===== src/rtl/sa_feeder.sv =====
// Operand feeder for an NxN output-stationary systolic array: clears the
// accumulators, streams K skewed A/B beats, drains with zeros, then pulses done.
module sa_feeder #(
  parameter int WIDTH = 8,
  parameter int N     = 2,
  parameter int KMAX  = 16,
  parameter int KW    = $clog2(KMAX + 1)
) (
  input  logic                 clk,
  input  logic                 rst_n,
  input  logic                 start,
  input  logic [KW-1:0]        k_len,
  output logic                 busy,
  input  logic                 in_valid,
  output logic                 in_ready,
  input  logic [N*WIDTH-1:0]   a_col,
  input  logic [N*WIDTH-1:0]   b_row,
  output logic                 sa_en,
  output logic [N*WIDTH-1:0]   sa_a,
  output logic [N*WIDTH-1:0]   sa_b,
  output logic                 sa_clr_n,
  output logic                 done,
  output logic [2:0]           o_dbg_state
);

  typedef enum logic [2:0] {
    S_IDLE  = 3'd0,
    S_CLEAR = 3'd1,
    S_FEED  = 3'd2,
    S_DRAIN = 3'd3,
    S_DONE  = 3'd4
  } state_t;

  // Drain counter only has to reach 2N-3.
  localparam int              DW         = (N > 1) ? $clog2(2 * N - 1) : 1;
  localparam logic [DW-1:0]   DRAIN_LAST = (N > 1) ? DW'(2 * N - 3) : '0;
  localparam logic [KW-1:0]   KMAX_K     = KW'(KMAX);

  state_t          r_state;
  state_t          w_next;
  logic [KW-1:0]   r_k;
  logic [KW-1:0]   r_cnt;
  logic [DW-1:0]   r_dcnt;
  logic            r_sa_en;
  logic            r_clr_n;
  logic            r_done;

  logic            w_accept;
  logic            w_last_beat;
  logic            w_beat;
  logic            w_clear;
  logic            w_start_ok;
  logic            w_in_ready;
  logic            w_busy;

  // Handshake: a beat transfers on a rising clk edge where in_valid && in_ready;
  // in_ready is high only in FEED, and a_col/b_row must be stable while in_valid is high.
  assign w_accept    = (r_state == S_FEED) && in_valid;
  assign w_last_beat = w_accept && (r_cnt == (r_k - KW'(1)));
  assign w_beat      = w_accept || (r_state == S_DRAIN);
  assign w_clear     = (r_state == S_CLEAR);
  assign w_start_ok  = (r_state == S_IDLE) && start && (k_len != '0);

  always_ff @(posedge clk) begin
    if (!rst_n) begin
      r_state <= S_IDLE;
    end else begin
      r_state <= w_next;
    end
  end

  always_comb begin
    w_next     = r_state;
    w_in_ready = 1'b0;
    w_busy     = 1'b1;
    case (r_state)
      S_IDLE: begin
        w_busy = 1'b0;
        if (w_start_ok) begin
          w_next = S_CLEAR;
        end
      end
      S_CLEAR: begin
        w_next = S_FEED;
      end
      S_FEED: begin
        w_in_ready = 1'b1;
        if (w_last_beat) begin
          w_next = (N == 1) ? S_DONE : S_DRAIN;
        end
      end
      S_DRAIN: begin
        if (r_dcnt == DRAIN_LAST) begin
          w_next = S_DONE;
        end
      end
      S_DONE: begin
        w_next = S_IDLE;
      end
      default: begin
        w_next = S_IDLE;
        w_busy = 1'b0;
      end
    endcase
  end

  // sa_clr_n is registered from the IDLE->CLEAR decision so it is low exactly
  // during the CLEAR cycle; done follows the DONE state, one cycle after the last sa_en.
  always_ff @(posedge clk) begin
    if (!rst_n) begin
      r_k     <= '0;
      r_cnt   <= '0;
      r_dcnt  <= '0;
      r_sa_en <= 1'b0;
      r_clr_n <= 1'b1;
      r_done  <= 1'b0;
    end else begin
      r_sa_en <= w_beat;
      r_clr_n <= !w_start_ok;
      r_done  <= (r_state == S_DONE);
      if (w_start_ok) begin
        r_k <= (k_len > KMAX_K) ? KMAX_K : k_len;
      end
      if (w_clear) begin
        r_cnt  <= '0;
        r_dcnt <= '0;
      end else begin
        if (w_accept) begin
          r_cnt <= r_cnt + KW'(1);
        end
        if (r_state == S_DRAIN) begin
          r_dcnt <= r_dcnt + DW'(1);
        end
      end
    end
  end

  for (genvar gi = 0; gi < N; gi++) begin : g_lane
    logic [WIDTH-1:0] w_a_in;
    logic [WIDTH-1:0] w_b_in;
    logic [WIDTH-1:0] r_out_a;
    logic [WIDTH-1:0] r_out_b;

    assign w_a_in = (r_state == S_FEED) ? a_col[gi*WIDTH +: WIDTH] : '0;
    assign w_b_in = (r_state == S_FEED) ? b_row[gi*WIDTH +: WIDTH] : '0;

    if (gi == 0) begin : g_direct
      always_ff @(posedge clk) begin
        if (!rst_n || w_clear) begin
          r_out_a <= '0;
          r_out_b <= '0;
        end else if (w_beat) begin
          r_out_a <= w_a_in;
          r_out_b <= w_b_in;
        end
      end
    end else begin : g_line
      // Entry d holds the beat from d+1 beats ago; the oldest feeds the output.
      logic [WIDTH-1:0] r_la [gi];
      logic [WIDTH-1:0] r_lb [gi];

      always_ff @(posedge clk) begin
        if (!rst_n || w_clear) begin
          for (int d = 0; d < gi; d++) begin
            r_la[d] <= '0;
            r_lb[d] <= '0;
          end
          r_out_a <= '0;
          r_out_b <= '0;
        end else if (w_beat) begin
          r_la[0] <= w_a_in;
          r_lb[0] <= w_b_in;
          for (int d = 1; d < gi; d++) begin
            r_la[d] <= r_la[d-1];
            r_lb[d] <= r_lb[d-1];
          end
          r_out_a <= r_la[gi-1];
          r_out_b <= r_lb[gi-1];
        end
      end
    end

    assign sa_a[gi*WIDTH +: WIDTH] = r_out_a;
    assign sa_b[gi*WIDTH +: WIDTH] = r_out_b;
  end

  assign busy        = w_busy;
  assign in_ready    = w_in_ready;
  assign sa_en       = r_sa_en;
  assign sa_clr_n    = r_clr_n;
  assign done        = r_done;
  assign o_dbg_state = r_state;

endmodule

===== config.mk =====
export PLATFORM = sky130hd
export DESIGN_NAME = sa_feeder
export DESIGN_NICKNAME = d
export VERILOG_FILES = /design/src/rtl/sa_feeder.sv
export SDC_FILE = /design/constraint.sdc
export NUM_CORES = 1
export LEC_CHECK = 0
export CAP_MARGIN = 10
export CORE_UTILIZATION = 40
export CTS_BUF_LIST = sky130_fd_sc_hd__clkbuf_8 sky130_fd_sc_hd__clkbuf_16
export DETAILED_ROUTE_END_ITERATION = 12
export GPL_ROUTABILITY_DRIVEN = 1
export PLACE_DENSITY = 0.78
export SLEW_MARGIN = 0
export SYNTH_ARGS = -nofsm -noshare
export SYNTH_HDL_FRONTEND = slang
export SYNTH_SLANG_ARGS = --single-unit

===== constraint.sdc =====
create_clock -name clk -period 1.8 [get_ports clk]
set_input_delay 0.36 -clock clk [delete_from_list [all_inputs] [get_ports clk]]
set_output_delay 0.36 -clock clk [all_outputs]
set_load 0.03 [all_outputs]

Word-level counts from Yosys, hierarchy flattened
Memory sizes are Yosys's and may differ from the RTL's. A register that Yosys moved wholly into a read port is not among the register bits. Index checks and enable logic that the tools add are counted.

Register bits: 34. Bits in writable memories: 16. Word-level logic and storage cells: 60. Memories kept: 2.

Memories: g_lane[1].g_line.r_la (words 1, bits a word 8, read ports 1, clocked after Yosys merged registers in 1, wr ports 1, RTL line 159) `logic [WIDTH-1:0] r_la [gi];`; g_lane[1].g_line.r_lb (words 1, bits a word 8, read ports 1, clocked after Yosys merged registers in 1, wr ports 1, RTL line 160) `logic [WIDTH-1:0] r_lb [gi];`.

Add/subtract/negate cells: 3. Magnitude comparators: 1. Equal/unequal tests: 9. Mux-type cells: 20. Bitwise operators: 1. Reductions and logical operators: 15.

Operators with widths (count): $mux 8 (6); $reduce_or 8->1 (2); $pmux 3 s4 (1); $mux 1 (9); $mux 3 (3); $eq 3x2->1 const B (2); $ne 2x2->1 const B (3); $add 5x1->5 const B (1); $eq 5x5->1 (1); $gt 5x5->1 const B (1); $mux 5 (1); $reduce_bool 5->1 (1); $sub 5x1->5 const B (1); $logic_and 1x1->1 (4); $reduce_or 4->1 (1); $eq 3x1->1 const B (1); $eq 3x3->1 const B (1); $logic_not 3->1 (1); $reduce_and 3->1 (1); $add 2x1->2 const B (1); $eq 2x1->1 const B (1); $logic_not 1->1 (2); $logic_or 1x1->1 (2); $reduce_or 2->1 (1); $not 1->1 (1).

Longest topological paths before layout
Gate-level depths: netlist of run 1.

Word-level depth: 8. Depth in mapped cells: 7. Depth with buffers taken out: 6.

Least setup slack after synthesis of run 1
OpenSTA, ideal clock, no wires.

Kind: register to register. Start: register r_state[1], in the netlist o_dbg_state[1]. End: memory g_lane[1].g_line.r_la[0][0], enable pin. Library setup time: 0.364 ns. Arrival time: 1.524 ns. Data required time: 1.436 ns. Setup slack: -0.088 ns. Cell stages (with the launch flop): 6. Period minus slack after synthesis: 1.888 ns. Cells stage by stage: dfxtp_1 > buf_6 > a21oi_1 > o21a_1 > clkbuf_1 > inv_1.

Longest elaborated chain between the ends: 8. Elaborated cells between the ends (all ways): 13. Classes of those cells: 3 x eq/ne; 6 x mux; 4 x reduce/logical.

RTL lines: start: declaration (RTL line 39) `state_t r_state;`; start signal: assignment (RTL line 68) `r_state <= w_next;`; $eq 3x2->1 (RTL line 58) `assign w_accept = (r_state == S_FEED) && in_valid;`; $logic_and 1x1->1 (RTL line 58); $logic_or 1x1->1 (RTL line 60) `assign w_beat = w_accept || (r_state == S_DRAIN);`; $mux 1 (RTL line 170) `end else if (w_beat) begin`; $mux 1 (RTL line 163) `if (!rst_n || w_clear) begin`; $mux 1 (implied by the code) (RTL line 171) `r_la[0] <= w_a_in;`; $reduce_or 8->1 (no source line); $mux 1 (no source line) (*); end: declaration (RTL line 159).

Mark *: on every way between the ends. The rest lies on a longest branch, timed or not.

Worst setup path in the final report of run 1
Start: register r_state[0], in the netlist o_dbg_state[0]. End: output port in_ready.

Longest elaborated chain between the ends: 2.

RTL lines: $eq 3x2->1 (RTL line 76) `case (r_state)`; $mux 1 (RTL line 76); end: declaration (RTL line 15) `output logic in_ready,`.

Every way passes these cells.

==> results of run 1 <==
-- stage by stage --
step                      area [sq um]  std cells  power, mW
after floorplan                   2510        210       2.12
after global placement            3390        361       2.37
after detailed placement          3390        361       2.38
after CTS                         3630        377       3.73
after global routing              3660        381       3.91
final                             3660        381       3.73
-- synthesized netlist by cell type, drive strengths merged --
cell type | n | area (sq um)
dfxtp | 50 | 1000
a22o | 31 | 272
and3 | 17 | 106
edfxtp | 16 | 480
nor2 | 10 | 37.5
nor2b | 8 | 50.1
clkbuf | 7 | 26.3
buf | 6 | 43.8
mux2i | 6 | 60.1
nand2b | 6 | 37.5
xor2 | 6 | 52.6
inv | 5 | 18.8
nand2 | 5 | 18.8
xnor2 | 5 | 43.8
and2 | 4 | 25.0
nor3 | 4 | 20.0
ha | 3 | 37.5
a21oi | 2 | 21.3
nand4 | 2 | 12.5
o21ai | 2 | 10.0
a211oi | 1 | 7.51
a21o | 1 | 7.51
a311oi | 1 | 8.76
a32o | 1 | 10.0
a41oi | 1 | 8.76
and4bb | 1 | 12.5
nand3 | 1 | 5.00
nand3b | 1 | 7.51
nor3b | 1 | 7.51
nor4 | 1 | 6.26
o211a | 1 | 10.0
o211ai | 1 | 7.51
o21a | 1 | 7.51
or3b | 1 | 8.76
or4b | 1 | 13.8
-- state kept, by name (all words and copies together), names as in the netlist --
register            cells
done                    1
sa_en                   1
r_k                     5
r_cnt                   5
r_dcnt                  2
sa_clr_n                1
g_lane.g_line.r_la      8
g_lane.r_out_a         16
g_lane.r_out_b         16
o_dbg_state             3
g_lane.g_line.r_lb      8
-- worst paths after layout --
| kind | cells past startpoint | from | to |
|---|---|---|---|
| max | 3 | o_dbg_state[0] | in_ready |
| max reg2reg | 5 | o_dbg_state[1] | r_k[1] |
| min | 1 | g_lane[1].g_line.r_la[0][2] | g_lane[1].r_out_a[2] |
| min reg2reg | 1 | g_lane[1].g_line.r_la[0][2] | g_lane[1].r_out_a[2] |
-- cells by family (layout without fill, tap and decap cells) --
group	count (synthesis)	count (layout)
AND/OR/NAND/NOR	63	63
flip-flops	66	66
buffers and inverters	18	114
adder cells (fa/ha/maj)	3	3
XOR/XNOR	11	11
multiplexers	6	6
AO/OA/AOI/OAI	43	43
-- per-layer routing --
| metal | track usage, % | up-vias |
|---|---|---|
| met5 | 0 | - |
| met4 | 10.9 | 0 |
| met3 | 4.72 | 8 |
| met2 | 28.8 | 62 |
| met1 | 21.0 | 915 |
| li1 | - | 948 |
-- area by class of cell --
cell class | instances | area [sq um] | share of cell area, %
inverter | 5 | 27.5 | 0.752
clock inverter | 7 | 93.8 | 2.56
multi-input combinational | 126 | 938 | 25.6
tap | 75 | 93.8 | 2.56
timing repair buffer | 93 | 891 | 24.4
clock buffer | 9 | 124 | 3.39
sequential | 66 | 1490 | 40.7
-- report_power, final --
group          switching (mW)  internal (mW)
Sequential             0.0685           1.64
Combinational           0.362          0.317
Clock                   0.568          0.776
Total                   0.998           2.73
-- repair_timing --
action / CTS / global route
endpoints found under the setup margin: 5 / 2
endpoints found under the hold margin: 0 / 0
cloned: 0 / 0
setup buffers: 0 / 4
resized for setup: 11 / 2
==> impl_metrics.tcl, run 1 <==
set metrics [dict create \
    finalWirelength_um 5520 \
    relSlewSlack_pct 70.2 \
    p_leak_nw 1.49 \
    clk_latency_ns 0.34 \
    cp_slowest_cell "or3b_4" \
    yosys_warnings 0 \
    worstPathCellList "or3b_4 > inv_6 > buf_6" \
    antenna_found_initial 0 \
    period_minus_slack_ns 1.76 \
    io_buffer_count 80 \
    crit_path_end_kind "primary output" \
    vias 1933 \
    core_area_sq_um 5990 \
    setup_ws_ns 0.0444 \
    fp.dieW_um 81.1 \
    rsz0062_at_grt "false" \
    syn_nets 254 \
    path_class "reg2out" \
    die_h_um 81.1 \
    hold_viol 0 \
    fin_util_pct 61.1 \
    fin_tns_setup_ns 0 \
    synth-seq-cells 66 \
    finalCritPeriodShare_pct 97.5 \
    synthSimpleGateAreaFrac_pct 14.7 \
    grt_pass1_wl_um 8610 \
    cts_hold_buffers 0 \
    post-place-ws_ns -0.148 \
    ios 81 \
    slew_violations 0 \
    dr_wl_met2_um 2700 \
    ys_seq_area_share_pct 59.2 \
    avgSynthCellArea_sq_um 11.9 \
    clock.fmax_mhz 570 \
    grt_usage_pct 17.8 \
    clk_pin_slew_ns 0.08 \
    dr.pass1.iters 4 \
    crit_fanout 10 \
    diodes 0 \
    layout-drive-gt1-share_pct 13.4 \
    muxShareOfSynthArea_pct 2.40 \
    wl_met1_um 2430 \
    synth_cells 210 \
    grt_overflow 0 \
    final_nets 345 \
    row_count 28 \
    setup_viol 0 \
    synth_area_sq_um 2500 \
    cts_tree "built" \
    synthXorXnorAreaFrac_pct 3.85 \
    mostFrequentLayoutCells "75 x clkdlybuf4s50_1, 47 x dfxtp_1, 31 x a22o_1" \
    wl_met3_um 333 \
    routabilityCongestion 0.816 \
    drt_iter0_markers 55 \
    hold_path_class "reg2reg" \
    drc 0 \
    viasPerCell 5.07 \
    ant_nets 0 \
    critPathTopFamily "simple AND/OR/NAND/NOR gates" \
    synth_adder_area_share_pct 1.50 \
    cp_num_buf_inv 2 \
    cts_buffers 9 \
    ys_types 40 \
    clock_sinks 66 \
    cpPeakStageDelay_ns 0.45 \
    whs_ns 0.446 \
    grt_max_degree 33 \
    worst_pin_slew_ns 0.444 \
    synth_compound_area_share_pct 14.8 \
    clockBufferDepth 2 \
    dp_hpwl_um 3830 \
    maxCapViolations 0 \
    skew_ns 0.00845 \
    cts-root-buf "clkbuf_8" \
    grt_pass1_vias 1811 \
    cellPowerDensity_nw_per_um2 1020 \
    final_common_cell "clkdlybuf4s50_1" \
    area_delta_synth_final_pct 46.1 \
    fillers 472 \
    synth_top_family_by_area "compound AO/OA/AOI/OAI gates" \
    crit_arrival_ns 1.40 \
    htree_num_levels 3 \
    top_layer "met4" \
    die-area_sq_um 6580 \
    status "finished, final reports clean" \
    vdd_drop_max_uv 608 \
    wl_per_cell_um 14.5 \
    start_kind "flip-flop" \
    rrSetupSlack_ns 0.10 \
    initial_utilization_pct 41.8 \
    cp.required_ns 1.44 \
]
No activity file was read; power rests on OpenSTA's default activity.
==> inputs of run 2 (changes only) <==
--- a/config.mk
+++ b/config.mk
@@ -10,8 +10,9 @@
 export CTS_BUF_LIST = sky130_fd_sc_hd__clkbuf_8 sky130_fd_sc_hd__clkbuf_16
 export DETAILED_ROUTE_END_ITERATION = 12
 export GPL_ROUTABILITY_DRIVEN = 1
-export PLACE_DENSITY = 0.78
+export PLACE_DENSITY = 0.81
 export SLEW_MARGIN = 0
 export SYNTH_ARGS = -nofsm -noshare
 export SYNTH_HDL_FRONTEND = slang
 export SYNTH_SLANG_ARGS = --single-unit
+export TNS_END_PERCENT = 100
==> constraint.sdc (replaced) <==
create_clock -name clk -period 1.5 [get_ports clk]
set_input_delay 0.3 -clock clk [delete_from_list [all_inputs] [get_ports clk]]
set_output_delay 0.3 -clock clk [all_outputs]
set_load 0.03 [all_outputs]
==> impl_metrics.tcl, run 2 (same netlist as run 1, synthesis figures left out) <==
set metrics [dict create \
    power_frac_comb_pct 24.8 \
    mostFrequentLayoutCells "46 x dfxtp_1, 40 x clkdlybuf4s50_1, 35 x dlygate4sd2_1" \
    sw_frac_of_total_pct 29.7 \
    worst_pin_slew_ns 0.465 \
    dr.pass1.iters 4 \
    crit_fanout 4 \
    die-area_sq_um 6580 \
    clk_pin_slew_ns 0.08 \
    area_delta_synth_final_pct 53.5 \
    r2r-end "r_k[1]" \
    ios 81 \
    r2r_cells 5 \
    rsz0062_at_grt "true" \
    slew_violations 0 \
    fillers 463 \
    start_kind "flip-flop" \
    die_h_um 81.1 \
    p_int_mw 3.16 \
    rrSetupSlack_ns -0.16 \
    layout-drive-gt1-share_pct 20.4 \
    clock_power_share_pct 29.9 \
    htree_num_levels 3 \
    hold_start "g_lane[1].g_line.r_lb[0][4]" \
    switchingPower_mw 1.33 \
    violations "setup timing" \
    maxCapViolations 0 \
    io_buffer_count 80 \
    path_class "reg2out" \
    regToRegStartpoint "o_dbg_state[1]" \
    cts-root-buf "clkbuf_8" \
    period_minus_slack_ns 1.67 \
    drc 0 \
    finalWirelength_um 5800 \
    skew_ns 0.0136 \
    power_mw 4.49 \
    dp_hpwl_um 3820 \
    clk_latency_ns 0.35 \
    routabilityCongestion 0.789 \
    wl_per_cell_um 14.7 \
    clock.fmax_mhz 599 \
    final_cells 394 \
    final_common_cell "dfxtp_1" \
    diodes 0 \
    cts_tree "built" \
    cp.required_ns 1.20 \
    fp.dieW_um 81.1 \
    status "finished, violations left" \
    viasPerCell 5.03 \
    grt_max_degree 33 \
    hold_path_depth 1 \
    grt_pass1_vias 1771 \
    cellPowerDensity_nw_per_um2 1170 \
    final_nets 358 \
    grt_overflow 0 \
    place_inst 370 \
    core_area_sq_um 5990 \
    relSlewSlack_pct 68.7 \
    crit_arrival_ns 1.37 \
    grt_pass1_wl_um 8180 \
    antenna_found_initial 0 \
    top_regs "g_lane.r_out_a x16, g_lane.r_out_b x16" \
    cts_buffers 9 \
    cts_hold_buffers 0 \
    clockBufferDepth 2 \
    drt_iter0_markers 53 \
    setup_viol 47 \
    ant_nets 0 \
    p_leak_nw 1.74 \
    holdPathEnd "g_lane[1].r_out_b[4]" \
    hold_viol 0 \
    vias 1982 \
    initial_utilization_pct 41.8 \
    clock_sinks 66 \
    setup_ws_ns -0.169 \
    hold_path_class "reg2reg" \
    pwr-share-seq_pct 45.3 \
    finalCritPeriodShare_pct 111 \
    crit_path_end_kind "primary output" \
    row_count 28 \
    vdd_drop_max_uv 757 \
    grt_usage_pct 17.1 \
]
-- run 2: cell types whose count changed in the layout (fill, tap and decap cells not counted), sizes merged --
cell,previous run,this run
clkdlybuf4s50,75,40
dlygate4sd2,3,35
buf,14,28
inv,4,7
bufinv,2,0
clkbuf,10,12
clkinv,3,2
-- run 2: timing repair --
action	in CTS	in global routing
pin swaps	3	14
setup endpoints to repair	43	72
buffers inserted	3	3
gates cloned	0	3
resized for setup	43	18
-- run 2: metrics by stage --
| step | utilization, % | setup slack [ns] | instance area, sq um | hold slack (ns) | setup TNS [ns] |
|---|---|---|---|---|---|
| CTS | 61.8 | -0.161 | 3700 | 0.457 | -4.00 |
| finish | 64.1 | -0.169 | 3840 | 0.451 | -3.28 |
| detailed placement | 58.7 | -0.402 | 3520 | 0.441 | -16.53 |
| global route | 64.1 | -0.212 | 3840 | 0.469 | -5.08 |
| global placement | 58.7 | -0.356 | 3520 | 0.437 | -15.48 |
| floorplan | - | -0.120 | 2540 | 0.425 | -2.57 |
-- run 2: worst max-delay path by stage --
stage | from | depth (start not counted) | endpoint
after detailed placement | start | 5 | r_k[4]
after CTS | o_dbg_state[2] | 3 | in_ready
after global routing | o_dbg_state[1] | 5 | r_k[1]
final | o_dbg_state[1] | 3 | in_ready
after global placement | start | 5 | r_k[2]
after floorplan | o_dbg_state[0] | 5 | r_k[2]
-- run 2: final cells by class --
type,instances,area (sq um),share of cell area (%)
clock buffers,9,124,3.22
clock inverters,7,52.6,1.37
repair buffers,106,1060,27.7
multi-input cells,126,988,25.7
well taps,75,93.8,2.44
inverters,5,25.0,0.651
flip-flops and latches,66,1490,38.9
-- run 2: power by group through the flow --
stage | Clock, mW | Combinational, mW | Sequential [mW]
6_report | 1.34 | 1.11 | 2.03
5_1_grt | 1.45 | 1.18 | 2.04
4_1_cts | 1.37 | 0.933 | 2.03
3_5_place_dp | 0 | 0.895 | 2.08
3_3_place_gp | 0 | 0.880 | 2.07
2_1_floorplan | 0 | 0.419 | 2.15
-- run 2: worst max-delay path: stages (launching register included) --
cell     delay (ns)
dfxtp_4        0.38
or3b_4         0.42
inv_4          0.10
buf_6          0.13
-- run 2: per-layer routing --
layer,vias to the layer above,routed length (um),global-route usage [%]
met3,11,304,5.06
met1,938,2400,20.2
met2,57,2960,27.6
met4,0,134,10.0
li1,976,-,-
met5,-,0,0
==> inputs of run 3 (changes only) <==
--- a/config.mk
+++ b/config.mk
@@ -6,6 +6,7 @@
 export NUM_CORES = 1
 export LEC_CHECK = 0
 export CAP_MARGIN = 10
+export CORE_ASPECT_RATIO = 1.25
 export CORE_UTILIZATION = 40
 export CTS_BUF_LIST = sky130_fd_sc_hd__clkbuf_8 sky130_fd_sc_hd__clkbuf_16
 export DETAILED_ROUTE_END_ITERATION = 12
==> impl_metrics.tcl, run 3 (same netlist as run 1, synthesis figures left out) <==
set metrics [dict create \
    grt_usage_pct 18.4 \
    dp_hpwl_um 3970 \
    io_buffer_count 80 \
    routabilityCongestion 0.753 \
    cpPeakStageDelay_ns 0.52 \
    cts-root-buf "clkbuf_8" \
    use_met3_pct 5.25 \
    vdd_drop_max_uv 624 \
    antenna_found_initial 0 \
    path_class "reg2reg" \
    rsz0062_at_grt "true" \
    relSlewSlack_pct 69.7 \
    clock.fmax_mhz 598 \
    hold_path_class "reg2reg" \
    top_regs "g_lane.r_out_a x16, g_lane.r_out_b x16" \
    die-area_sq_um 6580 \
    grt_pass1_wl_um 9250 \
    final_common_cell "dfxtp_1" \
    vias 2014 \
    htree_num_levels 3 \
    dr.pass1.iters 4 \
    area_delta_synth_final_pct 51.2 \
    clk_pin_slew_ns 0.07 \
    core_area_sq_um 5930 \
    grt_busiest_layer "met2" \
    fp.dieW_um 72.8 \
    clock_sinks 66 \
    clk_latency_ns 0.34 \
    cellPowerDensity_nw_per_um2 1170 \
    drt_iter0_markers 101 \
    final_nets 361 \
    setup_viol 8 \
    fin_area_sq_um 3780 \
    clockBufferDepth 2 \
    violations "setup timing" \
    finalCritPeriodShare_pct 112 \
    cp.required_ns 1.73 \
    cp_slowest_cell "or4b_4" \
    met2_usage_pct 30.8 \
    cts_tree "built" \
    placedInstanceArea_sq_um 3530 \
    maxCapViolations 0 \
    die_h_um 90.5 \
    post-place-ws_ns -0.429 \
    use_met1_pct 21.5 \
    slew_violations 0 \
    period_minus_slack_ns 1.67 \
    layout-drive-gt1-share_pct 18.9 \
    row_count 31 \
    initial_utilization_pct 42.2 \
    skew_ns 0.00830 \
    fin_util_pct 63.8 \
    hold_viol 0 \
    setup_ws_ns -0.173 \
    worst_pin_slew_ns 0.451 \
    cts_buffers 9 \
    grt_max_degree 20 \
    mostFrequentLayoutCells "47 x dfxtp_1, 40 x clkdlybuf4s50_1, 35 x dlygate4sd2_1" \
    status "finished, violations left" \
    p_leak_nw 1.74 \
    ios 81 \
    crit_path_end_kind "flip-flop" \
    worstPathCellList "buf_6 > or4b_4 > a21oi_4 > mux2i_1 > nor2b_1" \
    start_kind "flip-flop" \
    finalWirelength_um 5640 \
    ant_nets 0 \
    grt_overflow 0 \
    viasPerCell 4.99 \
    wl_per_cell_um 14.0 \
    grt_pass1_vias 2017 \
    crit_fanout 6 \
    drc 0 \
    crit_arrival_ns 1.90 \
    diodes 0 \
]
run 3: cell type report:
type,count,area [sq um]
fillers,490,2150
inverters,5,25.0
well taps,82,103
clock buffers,9,124
repair buffers,109,1010
flip-flops and latches,66,1490
multi-input cells,126,958
clock inverters,7,70.1
run 3: per-layer routing:
layer  up-vias  part of all wire [%]
met5         -                     0
li1        982                     -
met1       952                    43
met4         0                   1.6
met2        71                    51
met3         9                   4.7
run 3: per-stage QoR:
stage | total power [mW] | hold WS, ns | instances | TNS [ns]
6_report | 4.44 | 0.462 | 404 | -1.11
4_1_cts | 4.44 | 0.465 | 402 | -1.25
3_5_place_dp | 2.96 | 0.444 | 381 | -16.59
2_1_floorplan | 2.57 | 0.425 | 210 | -2.57
5_1_grt | 4.65 | 0.478 | 404 | -1.47
3_3_place_gp | 2.94 | 0.437 | 381 | -15.15
run 3: power by group:
group          switching (mW)  total, mW  internal (mW)
Combinational           0.477      0.945          0.469
Clock                   0.699       1.47          0.767
Sequential             0.0655       2.03           1.96
Total                    1.24       4.44           3.20
run 3: path summary, 6_finish.rpt:
kind | depth (start not counted) | from | end | slack, ns
worst min register to register | 1 | g_lane[1].g_line.r_lb[0][4] | g_lane[1].r_out_b[4] | 0.46
worst max register to register | 5 | o_dbg_state[1] | r_k[4] | -0.17
worst max-delay path | 5 | o_dbg_state[1] | r_k[4] | -0.17
worst min-delay path | 1 | g_lane[1].g_line.r_lb[0][4] | g_lane[1].r_out_b[4] | 0.46
run 3: worst max-delay path, delay by kind of cell, from the launching register on:
family | cells | cell delay [ns]
AND/OR/NAND/NOR | 2 | 0.58
flip-flops | 1 | 0.36
AO/OA/AOI/OAI | 1 | 0.27
multiplexers | 1 | 0.25
buffers and inverters | 1 | 0.11
run 3: repair_timing:
| action | 4_1_cts | 5_1_grt |
|---|---|---|
| pin swaps | 2 | 3 |
| hold buffers | 0 | 0 |
| buffers inserted | 5 | 2 |
| endpoints found under the setup margin | 45 | 20 |
| resized for setup | 50 | 5 |
